<file path="src/rtl/idu_pipelined.sv">
// idu_pipelined: registered RV32I decode stage with a valid/ready handshake,
// full legality checking and rd-hazard history for rs1/rs2 forwarding selects.
module idu_pipelined #(
    parameter int unsigned HAZARD_DEPTH  = 2,
    parameter bit          SUPPORT_FENCE = 1'b1,
    parameter int unsigned FWD_W         = 2
) (
    input  logic             soc_clk,
    input  logic             reset,
    input  logic [31:0]      instruction,
    input  logic             fetch_valid,
    output logic             fetch_ready,
    input  logic             flush,
    input  logic             cu_ready,
    output logic             IDU_ready,
    output logic [5:0]       Instruction_to_CU,
    output logic [4:0]       Instruction_to_ALU,
    output logic [31:0]      imm,
    output logic [4:0]       rd,
    output logic [4:0]       rs1,
    output logic [4:0]       rs2,
    output logic [4:0]       shamt,
    output logic [31:0]      pc_increment,
    output logic [FWD_W-1:0] fwd_rs1,
    output logic [FWD_W-1:0] fwd_rs2,
    output logic             invalid_instruction
);

    localparam logic [5:0] CuIllegal = 6'd63;
    localparam logic [4:0] AluNone   = 5'd16;

    logic [6:0]  opcode;
    logic [2:0]  f3;
    logic [6:0]  f7;
    logic [31:0] imm_i, imm_s, imm_b, imm_u, imm_j;

    assign opcode = instruction[6:0];
    assign f3     = instruction[14:12];
    assign f7     = instruction[31:25];
    assign imm_i  = {{20{instruction[31]}}, instruction[31:20]};
    assign imm_s  = {{20{instruction[31]}}, instruction[31:25], instruction[11:7]};
    assign imm_b  = {{19{instruction[31]}}, instruction[31], instruction[7],
                     instruction[30:25], instruction[11:8], 1'b0};
    assign imm_u  = {instruction[31:12], 12'd0};
    assign imm_j  = {{11{instruction[31]}}, instruction[31], instruction[19:12],
                     instruction[20], instruction[30:21], 1'b0};

    logic [5:0]  d_cu;
    logic [4:0]  d_alu, d_rd, d_rs1, d_rs2, d_shamt;
    logic [31:0] d_imm, d_pc_inc;
    logic        d_writes, d_illegal, d_push_valid;
    logic [FWD_W-1:0] fwd1_d, fwd2_d;

    logic             ready_q;
    logic [5:0]       cu_q;
    logic [4:0]       alu_q, rd_q, rs1_q, rs2_q, shamt_q;
    logic [31:0]      imm_q, pc_inc_q;
    logic [FWD_W-1:0] fwd1_q, fwd2_q;
    logic             inv_q;
    logic [HAZARD_DEPTH-1:0] hist_valid_q;
    logic [4:0]              hist_rd_q [HAZARD_DEPTH];

    logic accept;

    assign fetch_ready = reset && !flush && (!ready_q || cu_ready);
    assign accept      = fetch_valid && fetch_ready;

    // Combinational decode of the fetch word; unused fields stay zero.
    always_comb begin
        d_cu      = CuIllegal;
        d_alu     = AluNone;
        d_imm     = 32'd0;
        d_rd      = 5'd0;
        d_rs1     = 5'd0;
        d_rs2     = 5'd0;
        d_shamt   = 5'd0;
        d_pc_inc  = 32'd4;
        d_writes  = 1'b0;
        d_illegal = 1'b0;
        case (opcode)
            7'b0110111, 7'b0010111: begin
                d_cu     = (opcode == 7'b0110111) ? 6'd0 : 6'd1;
                d_rd     = instruction[11:7];
                d_imm    = imm_u;
                d_writes = 1'b1;
            end
            7'b1101111: begin
                d_cu     = 6'd2;
                d_rd     = instruction[11:7];
                d_imm    = imm_j;
                d_pc_inc = imm_j;
                d_writes = 1'b1;
            end
            7'b1100111: begin
                d_cu      = 6'd3;
                d_rd      = instruction[11:7];
                d_rs1     = instruction[19:15];
                d_imm     = imm_i;
                d_writes  = 1'b1;
                d_illegal = (f3 != 3'b000);
            end
            7'b1100011: begin
                d_rs1 = instruction[19:15];
                d_rs2 = instruction[24:20];
                d_imm = imm_b;
                case (f3)
                    3'b000:  begin d_cu = 6'd4; d_alu = 5'd0; end
                    3'b001:  begin d_cu = 6'd5; d_alu = 5'd1; end
                    3'b100:  begin d_cu = 6'd6; d_alu = 5'd2; end
                    3'b101:  begin d_cu = 6'd7; d_alu = 5'd3; end
                    3'b110:  begin d_cu = 6'd8; d_alu = 5'd4; end
                    3'b111:  begin d_cu = 6'd9; d_alu = 5'd5; end
                    default: d_illegal = 1'b1;
                endcase
            end
            7'b0100011: begin
                d_rs1 = instruction[19:15];
                d_rs2 = instruction[24:20];
                d_imm = imm_s;
                case (f3)
                    3'b000:  d_cu = 6'd10;
                    3'b001:  d_cu = 6'd11;
                    3'b010:  d_cu = 6'd12;
                    default: d_illegal = 1'b1;
                endcase
            end
            7'b0000011: begin
                d_rd     = instruction[11:7];
                d_rs1    = instruction[19:15];
                d_imm    = imm_i;
                d_writes = 1'b1;
                case (f3)
                    3'b000:  d_cu = 6'd13;
                    3'b001:  d_cu = 6'd14;
                    3'b010:  d_cu = 6'd15;
                    3'b100:  d_cu = 6'd16;
                    3'b101:  d_cu = 6'd17;
                    default: d_illegal = 1'b1;
                endcase
            end
            7'b0010011: begin
                d_cu     = 6'd18;
                d_rd     = instruction[11:7];
                d_rs1    = instruction[19:15];
                d_writes = 1'b1;
                d_imm    = imm_i;
                case (f3)
                    3'b000: d_alu = 5'd6;
                    3'b010: d_alu = 5'd9;
                    3'b011: d_alu = 5'd10;
                    3'b100: d_alu = 5'd11;
                    3'b110: d_alu = 5'd14;
                    3'b111: d_alu = 5'd15;
                    3'b001: begin
                        d_alu     = 5'd8;
                        d_imm     = 32'd0;
                        d_shamt   = instruction[24:20];
                        d_illegal = (f7 != 7'b0000000);
                    end
                    default: begin
                        d_imm     = 32'd0;
                        d_shamt   = instruction[24:20];
                        d_alu     = (f7 == 7'b0100000) ? 5'd13 : 5'd12;
                        d_illegal = (f7 != 7'b0000000) && (f7 != 7'b0100000);
                    end
                endcase
            end
            7'b0110011: begin
                d_cu     = 6'd19;
                d_rd     = instruction[11:7];
                d_rs1    = instruction[19:15];
                d_rs2    = instruction[24:20];
                d_writes = 1'b1;
                if (f7 == 7'b0000000) begin
                    case (f3)
                        3'b000: d_alu = 5'd6;
                        3'b001: d_alu = 5'd8;
                        3'b010: d_alu = 5'd9;
                        3'b011: d_alu = 5'd10;
                        3'b100: d_alu = 5'd11;
                        3'b101: d_alu = 5'd12;
                        3'b110: d_alu = 5'd14;
                        default: d_alu = 5'd15;
                    endcase
                end else if (f7 == 7'b0100000 && f3 == 3'b000) begin
                    d_alu = 5'd7;
                end else if (f7 == 7'b0100000 && f3 == 3'b101) begin
                    d_alu = 5'd13;
                end else begin
                    d_illegal = 1'b1;
                end
            end
            7'b1110011: begin
                if (instruction[31:7] == 25'd0) begin
                    d_cu = 6'd20;
                end else if (instruction[31:20] == 12'd1 && instruction[19:7] == 13'd0) begin
                    d_cu = 6'd21;
                end else begin
                    d_illegal = 1'b1;
                end
            end
            7'b0001111: begin
                // FENCE (funct3 000) and FENCE.I (funct3 001) share one CU code.
                if (SUPPORT_FENCE && (f3 == 3'b000 || f3 == 3'b001)) begin
                    d_cu = 6'd22;
                end else begin
                    d_illegal = 1'b1;
                end
            end
            default: d_illegal = 1'b1;
        endcase
        if (d_illegal) begin
            d_cu     = CuIllegal;
            d_alu    = AluNone;
            d_imm    = 32'd0;
            d_rd     = 5'd0;
            d_rs1    = 5'd0;
            d_rs2    = 5'd0;
            d_shamt  = 5'd0;
            d_pc_inc = 32'd4;
            d_writes = 1'b0;
        end
    end

    assign d_push_valid = d_writes && (d_rd != 5'd0);

    // Forwarding selects against pre-push history; scanning oldest first lets newest win.
    always_comb begin
        fwd1_d = '0;
        fwd2_d = '0;
        for (int k = HAZARD_DEPTH; k >= 1; k--) begin
            if (hist_valid_q[k-1] && d_rs1 != 5'd0 && hist_rd_q[k-1] == d_rs1) begin
                fwd1_d = FWD_W'(k);
            end
            if (hist_valid_q[k-1] && d_rs2 != 5'd0 && hist_rd_q[k-1] == d_rs2) begin
                fwd2_d = FWD_W'(k);
            end
        end
    end

    // Output stage and hazard history; flush and reset both empty the history.
    always_ff @(posedge soc_clk) begin
        if (!reset) begin
            ready_q      <= 1'b0;
            cu_q         <= CuIllegal;
            alu_q        <= AluNone;
            imm_q        <= 32'd0;
            rd_q         <= 5'd0;
            rs1_q        <= 5'd0;
            rs2_q        <= 5'd0;
            shamt_q      <= 5'd0;
            pc_inc_q     <= 32'd4;
            fwd1_q       <= '0;
            fwd2_q       <= '0;
            inv_q        <= 1'b0;
            hist_valid_q <= '0;
            for (int i = 0; i < HAZARD_DEPTH; i++) hist_rd_q[i] <= 5'd0;
        end else if (flush) begin
            ready_q      <= 1'b0;
            hist_valid_q <= '0;
        end else if (accept) begin
            ready_q  <= 1'b1;
            cu_q     <= d_cu;
            alu_q    <= d_alu;
            imm_q    <= d_imm;
            rd_q     <= d_rd;
            rs1_q    <= d_rs1;
            rs2_q    <= d_rs2;
            shamt_q  <= d_shamt;
            pc_inc_q <= d_pc_inc;
            fwd1_q   <= fwd1_d;
            fwd2_q   <= fwd2_d;
            inv_q    <= d_illegal;
            for (int i = HAZARD_DEPTH - 1; i > 0; i--) begin
                hist_valid_q[i] <= hist_valid_q[i-1];
                hist_rd_q[i]    <= hist_rd_q[i-1];
            end
            hist_valid_q[0] <= d_push_valid;
            hist_rd_q[0]    <= d_rd;
        end else if (cu_ready) begin
            ready_q <= 1'b0;
        end
    end

    assign IDU_ready           = ready_q;
    assign Instruction_to_CU   = cu_q;
    assign Instruction_to_ALU  = alu_q;
    assign imm                 = imm_q;
    assign rd                  = rd_q;
    assign rs1                 = rs1_q;
    assign rs2                 = rs2_q;
    assign shamt               = shamt_q;
    assign pc_increment        = pc_inc_q;
    assign fwd_rs1             = fwd1_q;
    assign fwd_rs2             = fwd2_q;
    assign invalid_instruction = inv_q;

endmodule

</file>
<file path="config.mk">
export PLATFORM = sky130hd
export DESIGN_NAME = idu_pipelined
export DESIGN_NICKNAME = d
export VERILOG_FILES = /design/src/rtl/idu_pipelined.sv
export SDC_FILE = /design/constraint.sdc
export NUM_CORES = 1
export LEC_CHECK = 0
export CORE_MARGIN = 2
export CORE_UTILIZATION = 30
export DETAILED_ROUTE_END_ITERATION = 12
export GPL_ROUTABILITY_DRIVEN = 0
export SLEW_MARGIN = 5
export SYNTH_ARGS = -nofsm -noshare
export SYNTH_HDL_FRONTEND = slang
export SYNTH_SLANG_ARGS = --single-unit
</file>
<file path="constraint.sdc">
create_clock -name soc_clk -period 8.3 [get_ports soc_clk]
set_input_delay 1.66 -clock soc_clk [delete_from_list [all_inputs] [get_ports soc_clk]]
set_output_delay 1.66 -clock soc_clk [all_outputs]
set_load 0.01 [all_outputs]
</file>
Word-level counts from Yosys, hierarchy flattened
Memory sizes are Yosys's and may differ from the RTL's.
Cells that the tools add are included.

word-level totals
  register bits = 103
  memories kept = 1
  input bits = 37
  logic and storage cells = 143
  bits in latches = 0
  bits in writable memories = 10
  output and inout port bits = 102
  memory bits (read-only) = 0

memory list
  memory     depth  bits a word  read ports  clocked after memory_dff  write ports  line  RTL
  hist_rd_q  2      5            2           0                         2            61    logic [4:0] hist_rd_q [HAZARD_DEPTH];

operators by class
  multipliers = 0
  shift-type cells = 0
  $lt $le $gt $ge = 0
  reductions and logical operators = 42
  bitwise logic cells = 4
  add/subtract/negate cells = 0
  multiplexer cells = 58
  eq/ne operators = 25
  divide/modulo/power cells = 0

operator list
  operator                                         number
  case mux 32 bit (6 select lines)                 1
  two-way mux 32 bit                               4
  two-way mux 5 bit                                15
  case mux 6 bit (10 select lines)                 1
  case mux 4 bit (7 select lines)                  2
  case mux 6 bit (6 select lines)                  1
  case mux 5 bit (6 select lines)                  1
  case mux 6 bit (5 select lines)                  1
  == test 7 x 6 -> 1 bit (second input constant)   4
  == test 7 bit (second input constant)            4
  zero test 25 bit                                 1
  two-way mux 6 bit                                4
  == test 5 bit                                    4
  two-way mux 1 bit                                20
  case mux 6 bit (3 select lines)                  1
  OR reduction 6 bit                               3
  logical AND 1 bit                                16
  case mux 5 bit (3 select lines)                  1
  nonzero test 5 bit                               3
  == test 7 x 5 -> 1 bit (second input constant)   2
  zero test 13 bit                                 1
  == test 12 x 1 -> 1 bit (second input constant)  1
  == test 3 bit (second input constant)            4
  case mux 1 bit (9 select lines)                  1
  21 further kinds                                 33

Logic depth before layout (Yosys ltp)
  word-level depth = 12
  depth in mapped cells = 10
  depth with buffers taken out = 6

Worst setup path after synthesis
Ideal clock, no wire load.

  kind = input port to flip-flop
  from = in instruction[25]
  to = reg imm_q[12], in the netlist imm[12]
  cell stages on the path = 9
  library setup time = 68 ps
  setup slack = 4190 ps
  data arrival time = 4042 ps
  buffers on the path = 3
  required time = 8232 ps
  path through = or4_4 > nor3_4 > a41o_1 > or4b_1 > buf_2 > or4_4 > buf_6 > buf_12 > o21ai_2

on the way
  longest elaborated chain between the ends = 7
  elaborated cells between the ends (all ways) = 18
  those cells by class = eq/ne: 3; mux: 8; reduce/logical: 7

ends and longest elaborated chain
  what                                 line      RTL
  start: declaration                   10        input logic [31:0] instruction,
  == test 7 x 6 -> 1 bit               185, 187
  logical AND 1 bit                    187       end else if (f7 == 7'b0100000 && f3 == 3'b101) begin
  two-way mux 1 bit                    187
  two-way mux 1 bit                    185       end else if (f7 == 7'b0100000 && f3 == 3'b000) begin
  two-way mux 1 bit                    174       if (f7 == 7'b0000000) begin
  case mux 1 bit (9 select lines) (*)  80        case (opcode)
  two-way mux 32 bit (*)               212       if (d_illegal) begin
  end signal: assignment               265       imm_q <= d_imm;
  end: declaration                     57        logic [31:0] imm_q, pc_inc_q;

Mark *: on every way between the ends. The rest lies on a longest branch, timed or not.
A chain may end at the register's enable or synchronous reset.

Worst setup path after layout
  from = in instruction[13]
  to = reg pc_inc_q[10], in the netlist pc_increment[10]

on the way
  longest elaborated chain between the ends = 7
  elaborated cells between the ends (all ways) = 31
  those cells by class = eq/ne: 7; mux: 12; reduce/logical: 12

ends and longest elaborated chain
  what                                 line           RTL
  == test 3 bit                        106, 132, 187
  logical AND 1 bit                    187
  two-way mux 1 bit                    187
  two-way mux 1 bit                    185
  two-way mux 1 bit                    174
  case mux 1 bit (9 select lines) (*)  80
  two-way mux 32 bit (*)               212
  end signal: assignment               270            pc_inc_q <= d_pc_inc;
  end: declaration                     57

Marks and branches as above.

==> impl_metrics.json <==
{
  "grt_overflow": 0,
  "slew_violations": 0,
  "syn_nets": 586,
  "leakagePower_nw": 2.270,
  "slew_headroom": 0.1876,
  "synth_cell_types": 67,
  "run_status": "finished clean",
  "cts-buffers-inserted": 9,
  "final.period_utilization": 0.5858,
  "finalHoldViolations": 0,
  "start_kind": "primary input",
  "post_cts_resized": 0,
  "post_cts_buffers": 0,
  "drive_gt1_frac": 0.07396,
  "areaGrowthSynthToFinish_pct": 34.22,
  "rsz0062_at_grt": "no",
  "h-tree-depth": 3,
  "drv_cap": 0,
  "powerDensity_nw_per_um2": 158.3,
  "dpl.cell_count": 849,
  "grt_util_all_layers": 0.1808,
  "dp_hpwl_um": 11530,
  "max_freq_mhz": 205.7,
  "io_pins": 139,
  "fin_area_um2": 6541,
  "clock_latency_ns": 0.35,
  "final_cells": 865,
  "final_antenna_net_count": 0,
  "ctsHoldBuffers": 0,
  "io_buffers": 137,
  "synth_seq_cells": 101,
  "die_y_um": 131.5,
  "synth_flop_cell": "dfxtp_1",
  "ys_seq_area_frac": 0.4354,
  "drtIter0Drc": 420,
  "fin_skew_ns": 0.005691,
  "antenna_found_initial": 0,
  "firstDrtPassIters": 6,
  "synthCells": 549,
  "grt_pass1_vias": 4433,
  "multi_input_area_um2": 2429,
  "grt_max_degree": 79,
  "via_per_inst": 5.338,
  "vdd_drop_max_uv": 96.98,
  "setup_viol": 0,
  "fin_nets": 681,
  "die_area_um2": 17280,
  "cts_tree": "done",
  "crit_required_ns": 8.59,
  "syn_area_um2": 4873,
  "cp_data_arrival_time_ns": 5.16,
  "yosysWarnings": 0,
  "cts_root_buf": "clkbuf_16",
  "drt-total-wl_um": 15840,
  "r2r_slack_ns": 5.66,
  "start_util": 0.3068,
  "fill_cells": 1573,
  "drc": 0,
  "placed_area_um2": 6241,
  "final.setup.tns_ns": 0,
  "fin_ws_ns": 3.438,
  "vias": 4617,
  "num_antenna_cells": 0,
  "holdCritPathClass": "reg -> reg",
  "register_area_um2": 2122,
  "clockBufferDepth": 2,
  "fp.dieW_um": 131.5,
  "fin_crit_ns": 4.862,
  "place_ws_ns": 3.098,
  "async_flop_share": 0,
  "tightest_slew_ns": 1.208,
  "synth_edf_count": 10,
  "clkTransAtPathRegs_ns": 0.07,
  "core_um2": 15890,
  "p_total_mw": 1.036,
  "worstPathMaxFanout": 25,
  "cts.sinks": 101,
  "syn_avg_cell_area_um2": 8.877,
  "end_kind": "register",
  "rows": 46,
  "grt_pass1_wl_um": 24890,
  "crit_type": "in -> reg",
  "wl_per_cell_um": 18.31
}
[cells by family (layout without fill, tap and decap cells)]
logic type	Yosys count	in the layout	synth area share
flip-flops	101	101	0.4354
buffers and inverters	63	163	0.06650
AO/OA/AOI/OAI	179	179	0.2665
other	1	1	0.0007695
AND/OR/NAND/NOR	184	184	0.1931
XOR/XNOR	21	21	0.03774
[Yosys cell counts (all sizes together) (3+ instances only)]
cell    instances  area, µm²
dfxtp          91       1822
nand2          66      247.7
o21ai          53      340.3
clkbuf         36      135.1
a22o           33      289.0
a21oi          31      155.2
nor2           28      105.1
buf            20      162.7
and2           16      100.1
nand3          15      75.07
nor3           12      76.33
xor2           12      105.1
edfxtp         10      300.3
a32o            9      90.09
nor2b           9      56.30
xnor2           9      78.83
nor4            8      56.30
inv             6      22.52
nand2b          6      37.54
o31ai           6      45.04
o21a            5      37.54
a21boi          4      30.03
a22oi           4      30.03
and3            4      25.02
nand4           4      25.02
or4             4      37.53
a211oi          3      22.52
a21o            3      22.52
a31oi           3      18.77
o211ai          3      22.52
o22ai           3      18.77
[registers in the layout, summed over array words and instances, names as in the netlist, 2 cells and up]
| register | flops |
|---|---|
| Instruction_to_ALU | 5 |
| fwd_rs2 | 2 |
| fwd_rs1 | 2 |
| rs2 | 5 |
| hist_valid_q | 2 |
| hist_rd_q | 10 |
| rd | 5 |
| shamt | 5 |
| imm | 32 |
| pc_increment | 20 |
| rs1 | 5 |
| Instruction_to_CU | 6 |
[area by class of cell]
type,count,area share
inverters,7,0.004017
flip-flops and latches,101,0.3244
multi-input cells,385,0.3713
repair buffers,140,0.2131
clock buffers,12,0.03768
well taps,216,0.04132
clock inverters,4,0.008225
[critical path, stage by stage]
cell	delay, ns
clkdlybuf4s50_1	0.87
nor3_1	0.41
and3_1	0.23
a41o_1	0.19
or4b_1	0.63
nor3_2	0.69
buf_4	0.31
a22o_1	0.15
[power breakdown]
group / total, mW / leakage, nW / switching, mW / internal, mW
Combinational: 0.102 / 1.28 / 0.0630 / 0.0392
Sequential: 0.501 / 0.840 / 0.00418 / 0.497
Clock: 0.432 / 0.148 / 0.188 / 0.244
Total: 1.04 / 2.27 / 0.255 / 0.781
[placed cells by master, fill, tap and decap left out, types with 3 or more instances in the layout]
cell type,count
a211oi_1,3
a21boi_0,4
a21o_1,3
a21oi_1,31
a22o_1,33
a22oi_1,4
a31oi_1,3
a32o_1,9
and2_1,15
and3_1,4
buf_4,3
clkbuf_16,9
clkdlybuf4s50_1,137
dfxtp_1,91
edfxtp_1,10
inv_1,6
nand2_1,66
nand2b_1,6
nand3_1,15
nand4_1,4
nor2_1,28
nor2b_1,9
nor3_1,10
nor4_1,7
o211ai_1,3
o21a_1,5
o21ai_0,33
o21ai_2,20
o22ai_1,3
o31ai_1,6
xnor2_1,9
xor2_1,12
[path summary, 6_finish.rpt]
kind | from | endpoint | depth (start not counted)
setup reg to reg | IDU_ready | pc_increment[10] | 6
setup / recovery | instruction[13] | pc_increment[10] | 8
hold reg to reg | invalid_instruction | invalid_instruction | 2
hold / removal | invalid_instruction | invalid_instruction | 2
[per-layer routing]
layer  global-route usage  vias to the layer above  routed length [µm]
li1                     -                     2183                   -
met1               0.2277                     2204                6737
met2               0.3048                      192                7743
met3              0.04437                       38                 990
met4              0.05556                        0                 371
met5                    0                        -                   0
[metrics by stage]
step	hold slack, ns	utilization
floorplan	0.4449	-
global placement	0.4433	0.3929
detailed placement	0.4453	0.3929
CTS	0.4614	0.4118
global route	0.4860	0.4118
finish	0.4602	0.4118
No activity file was read; power rests on OpenSTA's default activity.
